## src/rtl/mac_array_seq.sv

```systemverilog
// Sequencer for the 2x2 time-multiplexed MAC array: one NxN matrix-vector
// product per start, executed as N/4 row-tile passes of clear/feed/drain/store.
module mac_array_seq #(
    parameter int          N         = 8,
    parameter int          NUM_ACC   = 8,
    parameter int          PIPE_LAT  = 2,
    parameter logic [2:0]  VC_STREAM = 3'b001,
    parameter int          COL_W     = $clog2(N)
) (
    input  logic             clk,
    input  logic             rst,
    input  logic             start,
    input  logic             abort,
    input  logic             feed_ready,
    output logic             busy,
    output logic             done,
    output logic [COL_W-1:0] col_idx,
    output logic [2:0]       row_tile,
    output logic [11:0]      valid_ctrl,
    output logic [3:0]       clear,
    output logic [3:0]       valid_weight_in,
    output logic [2:0]       acc_sel_tile1,
    output logic [2:0]       acc_sel_tile2,
    output logic             res_valid,
    output logic [COL_W:0]   res_row_base
);

    localparam int               DW        = $clog2(PIPE_LAT + 2);
    localparam logic [2:0]       LAST_TILE = 3'(N / 4 - 1);
    localparam logic [COL_W-1:0] LAST_COL  = COL_W'(N - 1);

    generate
        if ((N % 4) != 0 || (N / 4) > NUM_ACC || NUM_ACC > 8) begin : g_bad_cfg
            $error("mac_array_seq: unsupported N/NUM_ACC combination");
        end
    endgenerate

    typedef enum logic [2:0] {
        S_IDLE,
        S_CLEAR,
        S_FEED,
        S_DRAIN,
        S_STORE,
        S_DONE
    } state_t;

    state_t          state;
    logic [DW-1:0]   drain_cnt;

    // row_tile is already 0 in IDLE, so the acc_sel outputs stay registered copies
    assign acc_sel_tile1 = row_tile;
    assign acc_sel_tile2 = row_tile;

    always_ff @(posedge clk or posedge rst) begin
        if (rst) begin
            state           <= S_IDLE;
            drain_cnt       <= '0;
            busy            <= 1'b0;
            done            <= 1'b0;
            col_idx         <= '0;
            row_tile        <= '0;
            valid_ctrl      <= '0;
            clear           <= '0;
            valid_weight_in <= '0;
            res_valid       <= 1'b0;
            res_row_base    <= '0;
        end else begin
            clear           <= '0;
            valid_weight_in <= '0;
            valid_ctrl      <= '0;
            res_valid       <= 1'b0;
            res_row_base    <= '0;
            done            <= 1'b0;

            if (abort) begin
                state     <= S_IDLE;
                busy      <= 1'b0;
                col_idx   <= '0;
                row_tile  <= '0;
                drain_cnt <= '0;
            end else begin
                case (state)
                    S_IDLE: begin
                        if (start) begin
                            state    <= S_CLEAR;
                            busy     <= 1'b1;
                            clear    <= '1;
                            row_tile <= '0;
                            col_idx  <= '0;
                        end
                    end
                    S_CLEAR: begin
                        state <= S_FEED;
                        if (feed_ready) begin
                            valid_weight_in <= '1;
                            valid_ctrl      <= {4{VC_STREAM}};
                        end
                    end
                    S_FEED: begin
                        // valid_weight_in marks the column accepted this cycle;
                        // feed_ready is registered into next cycle's valids
                        if (valid_weight_in[0] && col_idx == LAST_COL) begin
                            if (PIPE_LAT == 0) begin
                                state        <= S_STORE;
                                res_valid    <= 1'b1;
                                res_row_base <= (COL_W+1)'({row_tile, 2'b00});
                            end else begin
                                state     <= S_DRAIN;
                                drain_cnt <= DW'(PIPE_LAT);
                            end
                        end else begin
                            if (valid_weight_in[0])
                                col_idx <= col_idx + 1'b1;
                            if (feed_ready) begin
                                valid_weight_in <= '1;
                                valid_ctrl      <= {4{VC_STREAM}};
                            end
                        end
                    end
                    S_DRAIN: begin
                        if (drain_cnt == DW'(1)) begin
                            state        <= S_STORE;
                            res_valid    <= 1'b1;
                            res_row_base <= (COL_W+1)'({row_tile, 2'b00});
                        end else begin
                            drain_cnt <= drain_cnt - 1'b1;
                        end
                    end
                    S_STORE: begin
                        if (row_tile == LAST_TILE) begin
                            state <= S_DONE;
                            done  <= 1'b1;
                        end else begin
                            state    <= S_CLEAR;
                            row_tile <= row_tile + 1'b1;
                            col_idx  <= '0;
                            clear    <= '1;
                        end
                    end
                    S_DONE: begin
                        state    <= S_IDLE;
                        busy     <= 1'b0;
                        row_tile <= '0;
                        col_idx  <= '0;
                    end
                    default: begin
                        state <= S_IDLE;
                        busy  <= 1'b0;
                    end
                endcase
            end
        end
    end

endmodule

```

## config.mk

```make
export PLATFORM = sky130hd
export DESIGN_NAME = mac_array_seq
export DESIGN_NICKNAME = d
export VERILOG_FILES = /design/src/rtl/mac_array_seq.sv
export SDC_FILE = /design/constraint.sdc
export NUM_CORES = 1
export LEC_CHECK = 0
export ABC_AREA = 1
export CAP_MARGIN = 20
export CORE_UTILIZATION = 25
export DETAILED_ROUTE_END_ITERATION = 8
export PLACE_DENSITY = 0.62
export SETUP_SLACK_MARGIN = 0.02
export SYNTH_ARGS = -nofsm -noshare
export SYNTH_HDL_FRONTEND = slang
export SYNTH_SLANG_ARGS = --single-unit
```

## constraint.sdc

```tcl
create_clock -name clk -period 2.1 [get_ports clk]
set_input_delay 0.63 -clock clk [delete_from_list [all_inputs] [get_ports clk]]
set_output_delay 0.63 -clock clk [all_outputs]
set_load 0.02 [all_outputs]
```

-- Word level (Yosys, flattened, before mapping)
Cells that the tools add are included.
- flip-flop bits (word level): 38
- output and inout bits: 39
- add/subtract/negate cells: 3
- equality and inequality tests: 16
- multiplexer cells: 43
- reduce and logical (&&, ||, !) cells: 11
- operator list (cell ; count):
    3-bit 2-to-1 mux ; 12
    4-bit 2-to-1 mux ; 9
    12-bit 2-to-1 mux ; 2
    12-bit one-hot mux with 2 select lines ; 1
    3-bit != test, second input constant ; 7
    4-bit one-hot mux with 2 select lines ; 2
    3-bit one-hot mux with 5 select lines ; 1
    3-bit one-hot mux with 4 select lines ; 1
    10-bit 2-to-1 mux ; 1
    3-bit equality test, second input constant ; 3
    3-bit one-hot mux with 3 select lines ; 1
    3-bit AND reduction ; 3
    1-bit 2-to-1 mux ; 8
    3-bit by 1-bit adder with 3-bit output, second input constant ; 2
    3-bit by 1-bit equality test with 1-bit output, second input constant ; 2
    3-bit by 2-bit equality test with 1-bit output, second input constant ; 2
    2-bit 2-to-1 mux ; 3
    5-bit AND reduction ; 1
    5-bit nonzero test ; 1
    2-bit one-hot mux with 2 select lines ; 1
    4-bit nonzero test ; 1
    4-bit OR reduction ; 1
    3-bit logical NOT ; 1
    3-bit nonzero test ; 1
    6 further kinds ; 6

-- Logic depth before layout (Yosys ltp)
Gate-level depths: netlist (run 1).
- depth in word-level cells: 5
- mapped depth: 8
- depth with buffers taken out: 8

-- Worst setup path before layout (run 1)
No wires, ideal clock.
- path kind: reg-to-reg
- from: register col_idx[0]
- to: register col_idx[0]
- library setup time: 121 ps
- data arrival time: 1330 ps
- data required time: 1979 ps
- path slack: 649 ps
- cell stages (with the launch flop): 9
- period minus slack after synthesis: 1451 ps
- cell sequence: dfrtp_1 > ha_1 > ha_1 > inv_1 > nand2_1 > nand2_1 > nand2_1 > o21bai_1 > nand2_1
- longest elaborated chain between the ends: 5
- RTL lines (what ; line ; RTL):
    start: declaration ; 17 ; output logic [COL_W-1:0] col_idx,
    start signal: assignment ; 113 ; col_idx <= col_idx + 1'b1;
    3-bit by 1-bit adder with 3-bit output ; 113 ;
    3-bit 2-to-1 mux ; 112 ; if (valid_weight_in[0])
    3-bit 2-to-1 mux ; 102 ; if (valid_weight_in[0] && col_idx == LAST_COL) begin
    3-bit one-hot mux with 4 select lines ; 82 ; case (state)
    3-bit 2-to-1 mux ; 75 ; if (abort) begin
Parallel ways exist; a longest one is shown, timed or not. The select of a mux whose other input is x is not followed.
A chain may end at the register's enable or synchronous reset.

==> results of run 1 <==
## stage by stage
step	hold WS, ps	setup WS (ps)	area, um2
after floorplan	459	649	1250
after global placement	477	51.1	1460
after detailed placement	483	3.80	1460
after CTS	501	107	1520
after global routing	539	58.0	1520
final	494	119	1520
## final cells by class
type,instances,area share (%)
well taps,54,4.45
multi-input cells,97,33.5
inverters,20,4.95
flip-flops and latches,18,29.8
clock buffers,4,3.63
repair buffers,37,23.7
## placed cells by master (no fill, tap or decap)
cell,instances
clkdlybuf4s50_1,33
nand2_1,29
inv_1,18
dfrtp_1,17
nor2_1,16
conb_1,10
nand3_1,5
nand4_1,5
o21ai_0,5
ha_1,5
clkbuf_8,4
buf_4,4
nor2_2,3
nand3_2,3
o21bai_1,3
o21ai_1,3
inv_2,2
a31oi_1,2
or2_0,2
nor2_4,1
o21a_1,1
a21oi_1,1
xor2_1,1
o22ai_1,1
o31ai_1,1
dfrtp_2,1
## state kept, by name, summed over array words and instances (netlist names)
name           flops
done               1
clear              1
state              3
valid_ctrl         1
acc_sel_tile1      3
res_row_base       2
busy               1
col_idx            3
res_valid          1
drain_cnt          2
## per-layer routing
layer / part of all wire (%) / wire [um]
met1: 44 / 1040
met2: 48 / 1110
met3: 5.5 / 128
met4: 2.5 / 59
met5: 0 / 0
## logic make-up after synthesis
group | count (synthesis) | share of synthesized area [%]
compound gates | 17 | 8.33
xor+xnor | 1 | 0.720
fa+ha+maj | 5 | 5.14
buf+inv | 48 | 24.0
flops | 18 | 37.0
other cells | 1 | 0.308
simple gates | 64 | 24.5
## synthesized netlist by cell type (2+ instances only)
cell / n
a31oi_1: 2
buf_4: 27
dfrtp_1: 18
ha_1: 5
inv_1: 18
inv_2: 2
nand2_1: 29
nand3_1: 5
nand3_2: 3
nand4_1: 5
nor2_1: 16
nor2_2: 3
o21ai_0: 5
o21ai_1: 3
o21bai_1: 3
or2_0: 2
## power breakdown
group	internal [mW]	total (mW)	switching, mW	leakage, nW
Sequential	0.395	0.464	0.0687	0.243
Combinational	0.203	0.520	0.316	0.467
Clock	0.167	0.286	0.120	0.0288
## final timing paths
check | startpoint | endpoint | cells past startpoint
worst max-delay path | valid_ctrl[6] | valid_ctrl[9] | 1
worst min-delay path | drain_cnt[1] | drain_cnt[1] | 2
worst max register to register | col_idx[0] | col_idx[1] | 8
worst min register to register | drain_cnt[1] | drain_cnt[1] | 2
max in group asynchronous | rst | valid_ctrl[6] | 3
min in group asynchronous | rst | res_row_base[2] | 3
## repair_timing
item,in CTS,in global routing
resized for setup,1,0
setup endpoints to repair,8,0
hold buffers,0,0
==> metrics.yaml, run 1 <==
nets: 187
gp_congestion: 0.856
slew_violations: 0
cts_buffer_depth: 2
grtUsageMet1_pct: 12.2
power_density_mw_per_mm2: 837
yosys.area.top_type: "dfrtp_1"
vias: 979
cts_setup_buffers: 0
postLayoutCoreUtil_pct: 32.3
fin_skew_ps: 0.639
status: "finished, final reports clean"
drtIter0Drc: 33
globalRouteOverflowTotal: 0
ys_types: 24
r2r_slack_ps: 600
critical_path.max_fanout: 11
synth-seq-area-share_pct: 37.0
syn_to_final_growth_pct: 24.8
ant_nets: 0
synth-seq-cells: 18
cts_root_buf: "clkbuf_8"
endpoint_kind: "primary output"
hold_viol_final: 0
vdd_ir_drop_max_uv: 276
first_global_vias: 840
critPathArrivalTime_ps: 1350
start_util_pct: 25.9
maxCapViolations: 0
drc: 0
syn_inst: 154
synthFlopType: "dfrtp_1"
clk_latency_ps: 260
cts_num_sinks: 18
hold_class: "register to register"
grtUsageMet2_pct: 15.7
dp.cells: 226
first_pass_iters: 4
slowest_delay_ps: 630
die_height_um: 71.7
synth_top_area_share_pct: 37.0
rsz0062_at_grt: "no"
leakagePower_nw: 0.739
synth.top_cells.by_area: "dfrtp_1 (37%), buf_4 (17%), nand2_1 (9.0%), inv_1 (5.6%), ha_1 (5.1%)"
crit_type: "register to primary output"
syn_avg_cell_area_um2: 7.90
multiInputGateArea_um2: 508
crit_required_ps: 1470
async_reset_ff_share_pct: 100
setup_violations: 0
ioPinCount: 44
fillers: 481
grt_use_total_pct: 9.95
stdcell_count: 230
grt_pass1_wl_um: 3840
setup_tns_ps: 0
fin_crit_ps: 1980
fmax_mhz: 505
total_power_mw: 1.27
grt_max_degree: 19
antenna_found_initial: 0
wl_per_cell_um: 10.2
slowest_stage: "clkdlybuf4s50_1"
seq_area_um2: 452
start_kind: "register"
antenna_cells: 0
top_usage_layer: "met2"
routed_wl_um: 2340
yosys_warnings: 0
design.die.area_mm2: 0.00515
viasPerCell: 4.26
coreArea_mm2: 0.00469
rows: 25
htreeDepth: 1
fin_crit_sh_pct: 94.3
port_buffers: 33
die_w_um: 71.7
cts_tree: "done"
path_cells: "clkdlybuf4s50_1"
dpl.hpwl_um: 1830
clkTransAtPathRegs_ps: 70
cp_num_buf_inv: 1
critPathTopFamily: "buffers and inverters"
layout-drive-gt1-share_pct: 10.2
use_met3_pct: 2.53
syn-cell-area_mm2: 0.00122
cts_buffers: 3
synth-edff-count: 0
No activity file was read; power rests on OpenSTA's default activity.
==> run 2: changes to the inputs <==
--- a/config.mk
+++ b/config.mk
@@ -7,9 +7,11 @@
 export LEC_CHECK = 0
 export ABC_AREA = 1
 export CAP_MARGIN = 20
+export CELL_PAD_IN_SITES_DETAIL_PLACEMENT = 0
+export CELL_PAD_IN_SITES_GLOBAL_PLACEMENT = 1
 export CORE_UTILIZATION = 25
 export DETAILED_ROUTE_END_ITERATION = 8
-export PLACE_DENSITY = 0.62
+export PLACE_DENSITY = 0.77
 export SETUP_SLACK_MARGIN = 0.02
 export SYNTH_ARGS = -nofsm -noshare
 export SYNTH_HDL_FRONTEND = slang
==> run 2 against run 1 <==
  * Combinational power about the same
  * Power up 0.54%
  * Clock power rose by 2%
  * Via count is 0.72% higher
  * Non-clock buffer count rose by 1
  * Final cell count rose by 0.43%
  * Die area stayed put
  * Utilization rose by 0.16 points
  * Clock skew is 4.6 ps higher
  * First-iteration DRC count shrank 33%
  * Routed wire length up 2.7%
  * Critical path type unchanged
==> metrics.yaml, run 2 (synthesis results as in run 1) <==
status: "finished, final reports clean"
design.die.area_mm2: 0.00515
fin_crit_sh_pct: 94.4
hp-start: "busy"
cts-resized-gates: 1
cp_num_buf_inv: 1
cts_buffer_depth: 2
timing.rr.start: "acc_sel_tile1[1]"
hold_class: "register to register"
ant_nets: 0
die_height_um: 71.7
path_cells: "clkdlybuf4s50_1"
coreArea_mm2: 0.00469
cts_setup_buffers: 0
holdWs_ps: 509
first_global_vias: 915
rsz0062_at_grt: "no"
crit_type: "register to primary output"
power_density_mw_per_mm2: 837
setup_tns_ps: 0
cts_num_sinks: 18
fin_skew_ps: 5.25
start_util_pct: 25.9
start_kind: "register"
gp_congestion: 0.786
endpoint_kind: "primary output"
die_w_um: 71.7
cts_buffers: 3
vdd_ir_drop_max_uv: 210
critPathTopFamily: "buffers and inverters"
cts_root_buf: "clkbuf_8"
ioPinCount: 44
vias: 986
clk_latency_ps: 260
grt_pass1_wl_um: 4260
critical_path.max_fanout: 6
clkTransAtPathRegs_ps: 70
critPathArrivalTime_ps: 1350
ctsHoldBuffers: 0
final_common_cell: "clkdlybuf4s50_1"
fmax_mhz: 505
fin_crit_ps: 1980
slowest_stage: "clkdlybuf4s50_1"
antenna_cells: 0
nets: 188
slowest_delay_ps: 650
grt_max_degree: 19
maxCapViolations: 0
grt_use_total_pct: 10.9
globalRouteOverflowTotal: 0
syn_to_final_growth_pct: 25.4
final_cell_mix: "clkdlybuf4s50_1 (33), nand2_1 (29), inv_1 (18)"
viasPerCell: 4.27
drc: 0
rows: 25
setup_violations: 0
routed_wl_um: 2400
fillers: 514
htreeDepth: 1
slew_violations: 0
layout-drive-gt1-share_pct: 10.7
hold_viol_final: 0
dpl.hpwl_um: 1830
drtIter0Drc: 22
crit_start: "acc_sel_tile1[2]"
antenna_found_initial: 0
first_pass_iters: 4
port_buffers: 33
crit_required_ps: 1470
leakagePower_nw: 0.744
wl_per_cell_um: 10.4
cts_tree: "done"
==> run 2: cell types whose count changed in the layout (fill, tap and decap cells not counted), sizes merged <==
cell,previous run,this run
buf,4,5
==> run 2: cell type report <==
type                       instances  area [um2]  share of cell area [%]
inverter                          20        75.1                    4.92
clock buffer                       4        55.1                    3.61
multi-input combinational         97         508                    33.3
tap                               54        67.6                    4.43
timing repair buffer              38         368                    24.1
sequential                        18         452                    29.6
==> run 2: worst paths after layout <==
check / end / slack, ps / depth (start not counted)
worst max-delay path: acc_sel_tile1[2] / 120 / 1
worst min-delay path: busy / 510 / 2
worst max register to register: acc_sel_tile1[0] / 580 / 8
worst min register to register: busy / 510 / 2
max in group asynchronous: valid_ctrl[6] / 1200 / 3
min in group asynchronous: res_row_base[2] / 690 / 3
==> run 2: report_power, final <==
| part | leakage, nW | internal, mW | switching (mW) | total [mW] |
|---|---|---|---|---|
| sequential | 0.243 | 0.395 | 0.0707 | 0.466 |
| clock | 0.0288 | 0.167 | 0.124 | 0.291 |
| combinational | 0.472 | 0.204 | 0.316 | 0.520 |
| total | 0.744 | 0.765 | 0.511 | 1.28 |
==> run 2: layer usage <==
layer  up-vias  part of all wire, %  global-route usage [%]
met1       437                   46                    13.4
met5         -                    0                       0
met2        38                   45                    17.2
met3         9                  5.5                    2.39
li1        502                    -                       -
met4         0                  3.4                    6.97
==> run 2: metrics by stage <==
step / std cells / total power, mW / worst slack, ps / util [%] / area (um2)
5_1_grt: 231 / 1.38 / 44.7 / 32.5 / 1530
3_5_place_dp: 227 / 0.989 / 14.6 / 31.3 / 1470
6_report: 231 / 1.28 / 118 / 32.5 / 1530
2_1_floorplan: 163 / 0.870 / 649 / - / 1250
3_3_place_gp: 227 / 0.993 / 42.6 / 31.3 / 1470
4_1_cts: 231 / 1.29 / 96.8 / 32.5 / 1530
==> run 3: changes to the inputs <==
--- a/config.mk
+++ b/config.mk
@@ -11,6 +11,7 @@
 export CELL_PAD_IN_SITES_GLOBAL_PLACEMENT = 1
 export CORE_UTILIZATION = 25
 export DETAILED_ROUTE_END_ITERATION = 8
+export HOLD_SLACK_MARGIN = 0.15
 export PLACE_DENSITY = 0.77
 export SETUP_SLACK_MARGIN = 0.02
 export SYNTH_ARGS = -nofsm -noshare
==> results of run 3 <==
The final DEF is identical to that of run 2; final timing and power are the same.
==> edit, RTL diff (config.mk and constraints of run 2) <==
Encoding of `state_t`: now one-hot (6 bits for 6 states).
--- a/src/rtl/mac_array_seq.sv
+++ b/src/rtl/mac_array_seq.sv
@@ -36,11 +36,11 @@
     endgenerate
 
-    typedef enum logic [2:0] {
-        S_IDLE,
-        S_CLEAR,
-        S_FEED,
-        S_DRAIN,
-        S_STORE,
-        S_DONE
+    typedef enum logic [5:0] {
+        S_IDLE  = 6'b000001,
+        S_CLEAR = 6'b000010,
+        S_FEED  = 6'b000100,
+        S_DRAIN = 6'b001000,
+        S_STORE = 6'b010000,
+        S_DONE  = 6'b100000
     } state_t;
 
Function: same outputs for any inputs over 10 cycles, from zero or initial values and one cycle with rst high; not proved beyond that.
==> edit against run 2 <==
  * Cell count increased by 18%
  * First-iteration DRC count increased by 68%
  * Sequential cell count increased by 3
  * Utilization decreased by 0.72 points
  * Worst setup slack got worse by 0.024 ns
  * Synthesized area increased by 18%
  * Power decreased by 11%
  * Routed wire length increased by 15%
  * Clock power decreased by 9.3%
  * Count of clock-buffer cells in the layout unchanged
  * Critical path type unchanged
  * Final area increased by 15%
==> edit: results <==
[routing]
drtPass1Iterations = 4
via_per_inst = 4.026
avgRoutedWirePerCell_um = 10.17
initialDrtViolationCount = 37

[critical_path]
cp_data_arrival_time_ns = 1.38
slowest_delay_ns = 0.65
cp_max_fo = 7
crit_slowest_cell = clkdlybuf4s50_1
critical_path.top_delay_family = buffers and inverters

[clocking]
htree_levels = 1
post_cts_buffers = 0
numCtsBuffers = 3
cts_resized = 0
clock_latency_ns = 0.26
root_buffer = clkbuf_8
clk_pin_slew_worst_paths_ns = 0.07
max-clock-path-buffers = 2

[yosys]
ys_seq_area_share_pct = 36.67
synth_area_leaders = dfrtp_1, buf_4, nand2_1
synth_cell_types = 28
synthCells = 179
synth_common_cells = nand2_1, buf_4, inv_1
yosys_warnings = 0
ys_async_sr_fraction_pct = 100.0

[global_route]
antenna_found_initial = 0
grtUsageMet1_pct = 13.06
grt_pass1_vias = 1068
met2_usage_pct = 16.99
grtUsageMet3_pct = 1.882
grt_max_degree = 22
grt_pass1_wl_um = 4940
track_usage_pct = 10.31

[power_and_ir_drop]
p_leak_uw = 0.0008388
power.total_uw = 1134
intPower_uw = 723.1
seqPwrFrac_pct = 41.7
ir_drop_uv = 232.0
combPwrFrac_pct = 35.0

[worst_hold_path]
min_path_type = reg -> reg

[placed_design]
port_buffers = 33
dp_slack_ns = 0.1242
gp_congestion = 0.8024
place_hpwl_um = 2125
dpl_cell_area_sq_um = 1702

[outcome]
run_status = finished, final reports clean

[cells_and_area]
antenna_cells = 0
fin_cells = 272
final_nets = 211
largest_reg_flops = 6
drive_gt1_share_pct = 14.50
top_register = state

[sta]
final.setup_skew_ns = 0.003138
## edit: cell count changes after synthesis, moves of 3 or more
cell and delta:
inv_1 +4, nand3_1 +7, nor2_1 +5, nor2_2 +3, nor3_1 +5, o21ai_0 -5
o21bai_1 -3
## edit: logic make-up after synthesis
logic type                 Yosys count  synth area share [%]
and+or+nand+nor                     92                 34.58
buffers and inverters               53                 21.25
DFF                                 21                 36.67
AOI/OAI and AO/OA                    6                 2.265
adders and majority gates            5                 4.355
xor gates and xnor gates             1                0.6099
other                                1                0.2611
## edit: metal layers
| layer | vias up | part of all wire, % | routed length [um] |
|---|---|---|---|
| met4 | 0 | 1.6 | 44 |
| met5 | - | 0 | 0 |
| met1 | 493 | 49 | 1351 |
| li1 | 563 | - | - |
| met3 | 4 | 4.6 | 127 |
| met2 | 35 | 45 | 1244 |
## edit: worst paths after layout
path,from,endpoint,slack [ns],cells past startpoint
worst max-delay path,acc_sel_tile1[0]$_DFFE_PP0P_,row_tile[0],0.09,1
worst min-delay path,busy$_DFFE_PP0P_,busy$_DFFE_PP0P_,0.49,2
worst max register to register,col_idx[0]$_DFFE_PP0P_,clear[2]$_DFF_PP0_,0.57,8
worst min register to register,busy$_DFFE_PP0P_,busy$_DFFE_PP0P_,0.49,2
max in group asynchronous,rst,state[0]$_DFFE_PP1P_,1.13,3
min in group asynchronous,rst,drain_cnt[0]$_DFFE_PP0P_,0.69,3
## edit: tightest hold or removal path, stage by stage (launching register included)
cell and delay, ns:
dfrtp_1 0.35, nand2_1 0.05, nand2_1 0.05
## edit: layout make-up
type,instances,area (sq um)
Multi-Input combinational cell,114,638.1
Sequential cell,21,528.0
Fill cell,590,3756
Timing Repair Buffer,36,355.3
Clock buffer,4,45.04
Inverter,25,93.84
Tap cell,72,90.09
